## src/rtl/serial_adder_pkg.sv

```systemverilog
// serial_adder_pkg: shared state encoding and width limit for the bit-serial adder
package serial_adder_pkg;
  typedef logic [1:0] state_t;
  localparam state_t IDLE = 2'd0;
  localparam state_t RUN  = 2'd1;
  localparam state_t DONE = 2'd2;
  localparam int MAX_WIDTH = 64;
endpackage

```

## src/rtl/serial_adder_ctrl_full_adder.sv

```systemverilog
// full_adder: one-bit combinational add slice used as the serial datapath
module full_adder (
  input  logic a,
  input  logic b,
  input  logic cin,
  output logic sum,
  output logic cout
);
  assign sum  = a ^ b ^ cin;
  assign cout = (a & b) | (cin & (a ^ b));
endmodule

```

## src/rtl/serial_adder_ctrl.sv

```systemverilog
// serial_adder_ctrl: WIDTH-bit add sequenced LSB first through one full_adder slice
// SERIAL_ADDER_SUB_EN adds a sub port selecting a - b (cout=1 means no borrow)
module serial_adder_ctrl
  import serial_adder_pkg::*;
#(
  parameter int WIDTH = 8
) (
  input  logic             clk,
  input  logic             rst_n,
  input  logic             in_valid,
  output logic             in_ready,
  input  logic [WIDTH-1:0] a,
  input  logic [WIDTH-1:0] b,
  input  logic             cin,
`ifdef SERIAL_ADDER_SUB_EN
  input  logic             sub,
`endif
  output logic             out_valid,
  input  logic             out_ready,
  output logic [WIDTH-1:0] sum,
  output logic             cout
);
  localparam int CW = WIDTH > 1 ? $clog2(WIDTH) : 1;
  if (WIDTH < 1 || WIDTH > MAX_WIDTH) begin : g_width_check
    $error("serial_adder_ctrl: WIDTH must be in 1..%0d", MAX_WIDTH);
  end
  state_t state;
  logic [WIDTH-1:0] a_sr, b_sr, sum_sr, b_in, sum_next;
  logic [CW-1:0] cnt;
  logic carry, c_in, fa_sum, fa_cout;
`ifdef SERIAL_ADDER_SUB_EN
  assign b_in = sub ? ~b : b;
  assign c_in = sub | cin;
`else
  assign b_in = b;
  assign c_in = cin;
`endif
  full_adder u_fa (
    .a   (a_sr[0]),
    .b   (b_sr[0]),
    .cin (carry),
    .sum (fa_sum),
    .cout(fa_cout)
  );
  // new sum bit enters at the MSB so the result is aligned after WIDTH shifts
  assign sum_next  = (sum_sr >> 1) | (WIDTH'(fa_sum) << (WIDTH - 1));
  assign in_ready  = state == IDLE;
  assign out_valid = state == DONE;
  assign sum       = sum_sr;
  assign cout      = carry;
  always_ff @(posedge clk or negedge rst_n) begin
    if (!rst_n) begin
      state  <= IDLE;
      a_sr   <= '0;
      b_sr   <= '0;
      sum_sr <= '0;
      carry  <= 1'b0;
      cnt    <= '0;
    end else if (state == IDLE) begin
      if (in_valid) begin
        a_sr  <= a;
        b_sr  <= b_in;
        carry <= c_in;
        cnt   <= '0;
        state <= RUN;
      end
    end else if (state == RUN) begin
      a_sr   <= a_sr >> 1;
      b_sr   <= b_sr >> 1;
      sum_sr <= sum_next;
      carry  <= fa_cout;
      cnt    <= cnt + CW'(1);
      state  <= cnt == CW'(WIDTH - 1) ? DONE : RUN;
    end else begin
      state <= out_ready ? IDLE : state;
    end
  end
endmodule
```

## config.mk

```make
export PLATFORM = sky130hd
export DESIGN_NAME = serial_adder_ctrl
export DESIGN_NICKNAME = d
export VERILOG_FILES = /design/src/rtl/serial_adder_pkg.sv /design/src/rtl/serial_adder_ctrl_full_adder.sv /design/src/rtl/serial_adder_ctrl.sv
export SDC_FILE = /design/constraint.sdc
export NUM_CORES = 1
export LEC_CHECK = 0
export CAP_MARGIN = 20
export CORE_MARGIN = 1
export CORE_UTILIZATION = 49
export DETAILED_ROUTE_END_ITERATION = 7
export MAX_ROUTING_LAYER = met4
export PLACE_DENSITY = 0.86
export REMOVE_ABC_BUFFERS = 1
export SLEW_MARGIN = 20
export SYNTH_ARGS = -nofsm -noshare
export SYNTH_HDL_FRONTEND = slang
export SYNTH_SLANG_ARGS = --single-unit
```

## constraint.sdc

```tcl
create_clock -name clk -period 1.32 [get_ports clk]
set_input_delay 0.264 -clock clk [delete_from_list [all_inputs] [get_ports clk]]
set_output_delay 0.264 -clock clk [all_outputs]
set_load 0.005 [all_outputs]
```

# --- After elaboration in Yosys (flattened, before gate mapping) ---
# Index checks and enable logic that the tools add are counted.
totals:
  register_bits: 30
  inputBits: 21
  out_inout_bits: 11
  word_cells: 41
classes:
  n_addsub: 1
  n_eq_ne: 4
  muxes: 17
  bitwise_logic: 7
  reduce_logical: 6
ops:
  columns: ["op", "n"]
  rows:
  - ["two-way mux 8 bit", 6]
  - ["two-way mux 2 bit", 5]
  - ["two-way mux 3 bit", 3]
  - ["OR 7 x 8 -> 8 bit", 1]
  - ["AND reduction 2 bit", 3]
  - ["adder 3 x 1 -> 3 bit, second input constant", 1]
  - ["== test 3 bit, second input constant", 1]
  - ["two-way mux 1 bit", 3]
  - ["nonzero test 3 bit", 1]
  - ["AND 1 bit", 2]
  - ["== test 2 x 1 -> 1 bit, second input constant", 1]
  - ["== test 2 bit, second input constant", 1]
  - ["logical NOT 2 bit", 1]
  - ["inequality test 2 bit, second input constant", 1]
  - ["nonzero test 2 bit", 1]
  - ["XOR 1 bit", 2]
  - ["inverter 1 bit", 1]
  - ["OR 1 bit", 1]

# --- Longest topological paths before layout ---
# Gate-level depths: netlist of run 1.
depth:
  word_depth: 5
  ltp_mapped: 5
  mapped_depth_nobuf: 5

# --- Modules after synthesis ---
# A second synthesis of run 1 with hierarchy kept.
unflattened:
  cells_unflattened: 124
  hier_area_um2: 1368.8
modules_own_cells:
  columns: ["mod", "n_inst", "cells_each", "area_per_inst_um2", "seq_area_each_um2"]
  rows:
  - ["serial_adder_ctrl", 1, 123, 1348.8, 750.7]
  - ["full_adder", 1, 1, 20.0, 0.0]

# --- Worst setup path before layout of run 1 ---
# No wires, ideal clock.
synth_path:
  path_kind: "register -> register"
  start: "reg cnt[0]"
  end: "reg cnt[2]"
  setup_time_ps: 121
  arrival_time_ps: 1010
  t_required_ps: 1199
  path_slack_ps: 189
  path_stages_with_launch: 4
  path_buffers: 0
  synth_period_minus_slack_ps: 1131
  path_cell_list: "dfrtp_1 -> ha_1 -> ha_1 -> a22o_1"
synth_via:
  elab_chain_len: 3
synth_lines:
  columns: ["item", "line", "text"]
  rows:
  - ["start, declared", "serial_adder_ctrl.sv:29", "logic [CW-1:0] cnt;"]
  - ["start signal, assigned", "serial_adder_ctrl.sv:72", "cnt <= cnt + CW'(1);"]
  - ["adder 3 x 1 -> 3 bit", "serial_adder_ctrl.sv:72", null]
  - ["two-way mux 3 bit", "serial_adder_ctrl.sv:67", "end else if (state == RUN) begin"]
  - ["two-way mux 3 bit", "serial_adder_ctrl.sv:59", "end else if (state == IDLE) begin"]
# No other way between the ends. The select of a mux whose other input is x is not followed.
# A chain may end at the register's enable or synchronous reset.

# --- Worst setup path in the final report of run 1 ---
layout_path:
  start: "reg state[1]"
  end: "out in_ready"
layout_via:
  elab_chain_len: 1
layout_lines:
  columns: ["item", "line", "text"]
  rows:
  - ["start, declared", "serial_adder_ctrl.sv:27", "state_t state;"]
  - ["start signal, assigned", "serial_adder_ctrl.sv:73", "state <= cnt == CW'(WIDTH - 1) ? DONE : RUN;"]
  - ["start signal, assigned", "serial_adder_ctrl.sv:75", "state <= out_ready ? IDLE : state;"]
  - ["logical NOT 2 bit", "serial_adder_ctrl.sv:47", "assign in_ready = state == IDLE;"]
  - ["end, declared", "serial_adder_ctrl.sv:11", "output logic in_ready,"]
# No other way between the ends.

==> results.md, run 1 <==
* Status: complete, but fails checks
* Failing checks: setup timing
* Worst min path class: in2async
* Vias after detailed routing at ~1200
* Final Hold Viols at 0
* CP max stage delay at about 400 ps
* Max Root-Sink Buffers at 2
* Layout cell share with drive strength beyond 1 at between 20% and 30%
* Critical Path AT at between 1000 and 1500 ps
* Ys async rst share at 100%
* Flop-to-flop setup slack at 0 ps
* Period utilisation layout at 104%
* Placeable Area at ~0.0026 mm^2
* Largest net degree at the start of global routing at 31
* Initial DRC count at just over 70
* Fin. max-slew vios at 0
* Maximum clock rate at between 700 and 800 MHz
* Hold WS at approximately 270 ps
* ANT nets after route at 0
* Per-cell routed wire length at ~17 um
* Port buffer count at 31
* Total routed wirelength at 3.64 mm
* DRC at 0
* Std cell rows at 18
* Mean Syn Cell Area at between 10 and 15 um^2
* Die Ht at about 55 um
* Latest clock arrival within the worst-skew pair at 340 ps
* Die ar. at just over 0.003 mm^2
* Worst R2R End: cnt[2]
* Cts hold-fix bufs at 0
* #FFs+latches synth at 30
* CTS tree: done
* Ys flop type: dfrtp_1
* Initial Util at 53.7%
* Endpoint class of the critical path: output port
* Syn Inst Count at 130
* Yosys warnings at 0
* Synth area leaders: dfrtp_1 54%, o22ai_1 9.9%, nand2_1 7.6%
* First-pass DRT Iterations at 4
* Initial antenna violation count at 0
* Setup TNS at -71.1 ps
* DR vias/cell at 5.86
* TritonCTS Buffers at 5
* Synth cell count leaders: 30 x dfrtp_1, 28 x nand2_1, 22 x o22ai_1
* Vias in the first global route at roughly 1200
* Layout net count at ~210
* Critical path class: reg2out
* Relative slew slack at between 70% and 80%
* Leak pwr at slightly below 0.0009 uW
* GRT Util Overall at around 25%
* Max cap viols at 0
* WP data required at about 1100 ps
* Final Critical Period at ~1400 ps
* Clock Sinks at 30
* Post-synth EDFFs at 0
* CP top delay family: flip-flops
* Synth cell types at 28
* Worst VDD drop at about 1.7 mV
* Reg2Reg Depth at 5
* Pwr Density at roughly 2300 mW/mm^2
* Sequential area share after synthesis at between 50% and 60%
* Power Total at between 4000 and 5000 uW
* Slowest-stage cell, CP: dfrtp_1
* Antenna Cells at 0
* CTS clock-pin slew for the worst setup and hold paths at about 100 ps
* Yosys top cell by area: dfrtp_1
* Worst path cell trace: buf_6 -> nor2_4 -> buf_2
* R2R Path Start: state[0]
* Worst-Margin Slew at between 300 and 400 ps
* CP startpoint kind: flip-flop
* Crit Path Max Fanout at 3
* Synth top area share at around 54%
* Setup violations, final at 3
* Syn-to-layout area delta at 39.6%
* Die X-Extent at around 55 um
* RSZ-0062 raised after global routing: true
* H-Tree Depth at 2
* Count leader, synth: dfrtp_1
* Number of stages on the worst setup path at 3
* First-pass GRT wire length at ~5.6 mm
* IO Pins at 32
* Post-route cell area at 0.00194 mm^2
* RePlAce Congestion at approximately 0.82
* Total grt overflow at 0
* Worst setup margin at -49.8 ps
* Root Driver: clkbuf_4
* Clock Skew at approximately 9.4 ps
* Final HPWL DP at between 2 and 2.5 mm
* Mapped Area at between 0.001 and 0.0015 mm^2
* Area after DPL at ~0.0017 mm^2
* Buffers and inverters on the worst path at 2
[through the flow]
step,setup WS (ps),utilization [%],instances
after floorplan,135,-,121
after global placement,-181,66.7,190
after detailed placement,-276,66.7,190
after CTS,-42.4,71.1,207
after global routing,-111,75.0,212
final,-49.8,75.0,212
[cells by family (layout without fill, tap and decap cells)]
family | after synthesis | in the layout | share of synthesized area [%]
AO/OA/AOI/OAI | 46 | 46 | 21.6
adder cells (fa/ha/maj) | 3 | 3 | 3.24
buffers and inverters | 11 | 61 | 6.56
flip-flops | 30 | 30 | 54.0
multiplexers | 1 | 1 | 0.719
AND/OR/NAND/NOR | 39 | 41 | 13.9
[registers in the layout (all words and copies together), names as in the netlist]
name and cells:
a_sr 8, b_sr 8, cnt 3, cout 1
state 2, sum 8
[worst max-delay path by stage]
stage | endpoint | startpoint | slack, ps
floorplan | out_valid | state[1] | 130
global placement | b_sr[6] | in_valid | -180
detailed placement | b_sr[0] | in_valid | -280
CTS | in_ready | state[0] | -40
global route | in_ready | state[1] | -110
finish | in_ready | state[1] | -50
[per-layer routing]
metal	global-route usage [%]	wire length, um	vias to the layer above
li1	-	-	579
met1	29.9	1460	596
met2	40.1	1880	57
met3	7.73	229	11
met4	9.29	68	0
met5	-	0	-
[report_power, final]
part           internal, uW  leakage [uW]  switching (uW)  total (uW)
sequential             1350      0.000358             278        1630
combinational          1220      0.000507            1150        2370
clock                   200     0.0000254             319         519
total                  2770      0.000891            1740        4510
[layout make-up]
| type | count | area (um^2) |
|---|---|---|
| multi-input combinational | 91 | 612 |
| timing repair buffer | 52 | 487 |
| tap | 30 | 37.5 |
| fill | 182 | 648 |
| sequential | 30 | 751 |
| inverter | 2 | 10.0 |
| clock buffer | 7 | 45.0 |
[what timing repair did]
| action | CTS | global route |
|---|---|---|
| pin swaps | 1 | 2 |
| cloned | 0 | 2 |
| resized for setup | 22 | 12 |
| setup endpoints to repair | 11 | 23 |
| buffers inserted | 10 | 3 |
| endpoints found under the hold margin | 0 | 0 |
[worst register-to-register path, stage by stage (launching register included)]
cell	delay [ps]
dfrtp_1	410
buf_6	140
buf_8	150
nor2b_4	140
buf_12	140
a22o_1	230
[cells in the final DEF, fill, tap and decap left out, drive strengths merged, types with 2 or more instances in the layout]
| cell type | n |
|---|---|
| dfrtp | 30 |
| inv | 2 |
| nand2 | 28 |
| a2bb2oi | 4 |
| a21oi | 9 |
| a22o | 2 |
| nand2b | 5 |
| nor2b | 2 |
| o21ai | 5 |
| nor2 | 4 |
| clkdlybuf4s50 | 20 |
| dlygate4sd2 | 9 |
| clkbuf | 7 |
| nand3b | 2 |
| o22ai | 22 |
| ha | 2 |
| o221a | 2 |
| buf | 23 |
No activity file was read; power rests on OpenSTA's default activity.
==> inputs of run 2 (changes only) <==
--- a/config.mk
+++ b/config.mk
@@ -6,6 +6,7 @@
 export NUM_CORES = 1
 export LEC_CHECK = 0
 export CAP_MARGIN = 20
+export CORE_ASPECT_RATIO = 0.8
 export CORE_MARGIN = 1
 export CORE_UTILIZATION = 49
 export DETAILED_ROUTE_END_ITERATION = 7
==> run 2 against run 1 <==
- the run still ends with setup timing left
- global-route usage is 0.40 points higher
- non-clock buffer count is 2 higher
- critical path depth stayed put
- core utilization is 2.3 points higher
- via count is 1.4% lower
- worst hold slack better by 27 ps
- total power is 1.6% higher
- wire length is 7.1% lower
- critical path type unchanged
==> results.md, run 2 (synthesized netlist as in run 1, its figures left out) <==
* Most frequent cells in the layout: 30 x dfrtp_1, 28 x nand2_1, 20 x clkdlybuf4s50_1 (was 30 x dfrtp_1, 28 x nand2_1, 21 x o22ai_1)
* Final Hold Viols at 0 (unchanged)
* Worst setup margin at -28.4 ps (was -49.8 ps)
* Initial antenna violation count at 0 (unchanged)
* TritonCTS Buffers at 5 (unchanged)
* Switching Fraction at 36.0% (was 38.6%)
* Clock Sinks at 30 (unchanged)
* Final Critical Period at 1350 ps (was 1370 ps)
* Flop-to-flop setup slack at 40 ps (was 0 ps)
* Post-route cell area at 0.00198 mm^2 (was 0.00194 mm^2)
* Critical path class: reg2out (unchanged)
* Die Ht at 49.7 um (was 55.3 um)
* Commonest non-fill, non-tap cell in the layout: dfrtp_1 (unchanged)
* Worst VDD drop at 1.31 mV (was 1.69 mV)
* Hold WS at 296 ps (was 269 ps)
* Latest clock arrival within the worst-skew pair at 320 ps (was 340 ps)
* ANT nets after route at 0 (unchanged)
* CTS clock-pin slew for the worst setup and hold paths at 100 ps (about the same)
* Combinational power share at 48.1% (was 52.4%)
* Clock network fraction of design power at 16.3% (was 11.5%)
* Max Root-Sink Buffers at 2 (unchanged)
* Clock Skew at 9.14 ps (was 9.39 ps)
* Period utilisation layout at 102% (was 104%)
* Final HPWL DP at 2.14 mm (was 2.24 mm)
* Initial Util at 54.3% (was 53.7%)
* Sequential Power Share at 35.6% (was 36.1%)
* Fin. max-slew vios at 0 (unchanged)
* Largest net degree at the start of global routing at 31 (unchanged)
* RSZ-0062 raised after global routing: true (unchanged)
* Layout cell share with drive strength beyond 1 at 24.6% (was 23.1%)
* Pwr Density at 2320 mW/mm^2 (about the same)
* Critical Path AT at 1080 ps (was 1110 ps)
* R2R Path Start: state[1] (was state[0])
* Vias after detailed routing at 1226 (was 1243)
* Reg2Reg Depth at 5 (unchanged)
* Syn-to-layout area delta at 42.4% (was 39.6%)
* Layout net count at 207 (was 206)
* DR vias/cell at 5.60 (was 5.86)
* IO Pins at 32 (unchanged)
* Setup TNS at -43.5 ps (was -71.1 ps)
* CP startpoint kind: flip-flop (unchanged)
* Status: complete, but fails checks (unchanged)
* Initial DRC count at 80 (was 72)
* RePlAce Congestion at 0.840 (was 0.825)
* Cts hold-fix bufs at 0 (unchanged)
* Failing checks: setup timing (unchanged)
* CTS tree: done (unchanged)
* Worst R2R End: a_sr[5] (was cnt[2])
* Total routed wirelength at 3.39 mm (was 3.64 mm)
* Area after DPL at 0.00176 mm^2 (was 0.00173 mm^2)
* Die X-Extent at 61.6 um (was 55.3 um)
* GRT Util Overall at 25.5% (was 25.1%)
* Total grt overflow at 0 (unchanged)
* Leak pwr at 0.000902 uW (was 0.000891 uW)
* Final Util at 77.3% (was 75.0%)
* First-pass GRT wire length at 5.58 mm (was 5.62 mm)
* Per-cell routed wire length at 15.5 um (was 17.2 um)
* First-pass DRT Iterations at 4 (unchanged)
* Setup violations, final at 2 (was 3)
* Worst min path class: in2async (unchanged)
* Vias in the first global route at 1262 (was 1186)
* WP data required at 1060 ps (about the same)
* Std cell rows at 16 (was 18)
* Relative slew slack at 78.8% (was 75.3%)
* Worst-Margin Slew at 318 ps (was 370 ps)
* Crit path capture: out_valid (was in_ready)
* Placeable Area at 0.00256 mm^2 (was 0.00259 mm^2)
* Max cap viols at 0 (unchanged)
* Root Driver: clkbuf_4 (unchanged)
* Maximum clock rate at 742 MHz (was 730 MHz)
* Antenna Cells at 0 (unchanged)
* Die ar. at 0.00306 mm^2 (about the same)
* Internal Pwr Total at 2930 uW (was 2770 uW)
* Net switching power at 1650 uW (was 1740 uW)
* Port buffer count at 31 (unchanged)
* Crit Path Max Fanout at 2 (was 3)
* H-Tree Depth at 2 (unchanged)
* Endpoint class of the critical path: output port (unchanged)
* Crit. Startpoint: state[0] (was state[1])
* DRC at 0 (unchanged)
-- run 2: cell types whose count changed in the layout (fill, tap and decap cells not counted), sizes merged --
| cell | delta |
|---|---|
| buf | +2 |
| bufinv | +1 |
| clkbuf | -1 |
| nand2b | -1 |
-- run 2: how the worst min path moves through the flow --
| stage | start | endpoint | slack [ps] | cells past startpoint |
|---|---|---|---|---|
| after floorplan | rst_n | a_sr[0] | -30 | 0 |
| after global placement | sum[0] | sum[0] | 460 | 2 |
| after detailed placement | sum[0] | sum[0] | 480 | 2 |
| after CTS | rst_n | a_sr[3] | 300 | 2 |
| after global routing | rst_n | b_sr[5] | 320 | 2 |
| final | rst_n | a_sr[2] | 300 | 2 |
-- run 2: timing repair --
action                     CTS  global route
setup endpoints to repair   11            14
pin swaps                    1             1
setup buffers               12             1
gates resized for setup     23             7
gates cloned                 0             1
-- run 2: metrics by stage --
step | instances | power [uW] | setup slack, ps
3_3_place_gp | 198 | 3430 | -75.5
3_5_place_dp | 198 | 3550 | -99.2
2_1_floorplan | 121 | 2730 | 135
6_report | 219 | 4590 | -28.4
4_1_cts | 217 | 4440 | -25.3
5_1_grt | 219 | 4920 | -70.1
-- run 2: final cells by class --
type,count,area (um^2)
clock buffers,6,51.3
clock inverters,1,30.0
fillers,195,582
inverters,2,10.0
multi-input cells,90,599
flip-flops and latches,30,751
well taps,36,45.0
repair buffers,54,494
-- run 2: power by group through the flow --
stage / logic (uW) / clock network, uW / registers (uW)
floorplan: 1070 / 0 / 1660
global placement: 1770 / 0 / 1660
detailed placement: 1860 / 0 / 1690
CTS: 2070 / 753 / 1610
global route: 2440 / 800 / 1680
finish: 2200 / 749 / 1630
-- run 2: metal layers --
layer	vias up	global-route usage (%)	share of wire [%]
met5	-	-	0
met4	0	6.30	0.89
met3	4	6.04	5.3
met2	48	40.1	50
met1	592	33.0	44
li1	582	-	-
-- run 2: worst max-delay path, cell delays in order (launching register included) --
cell and delay [ps]:
dfrtp_1 410, buf_4 160, nor2_4 90, buf_2 110
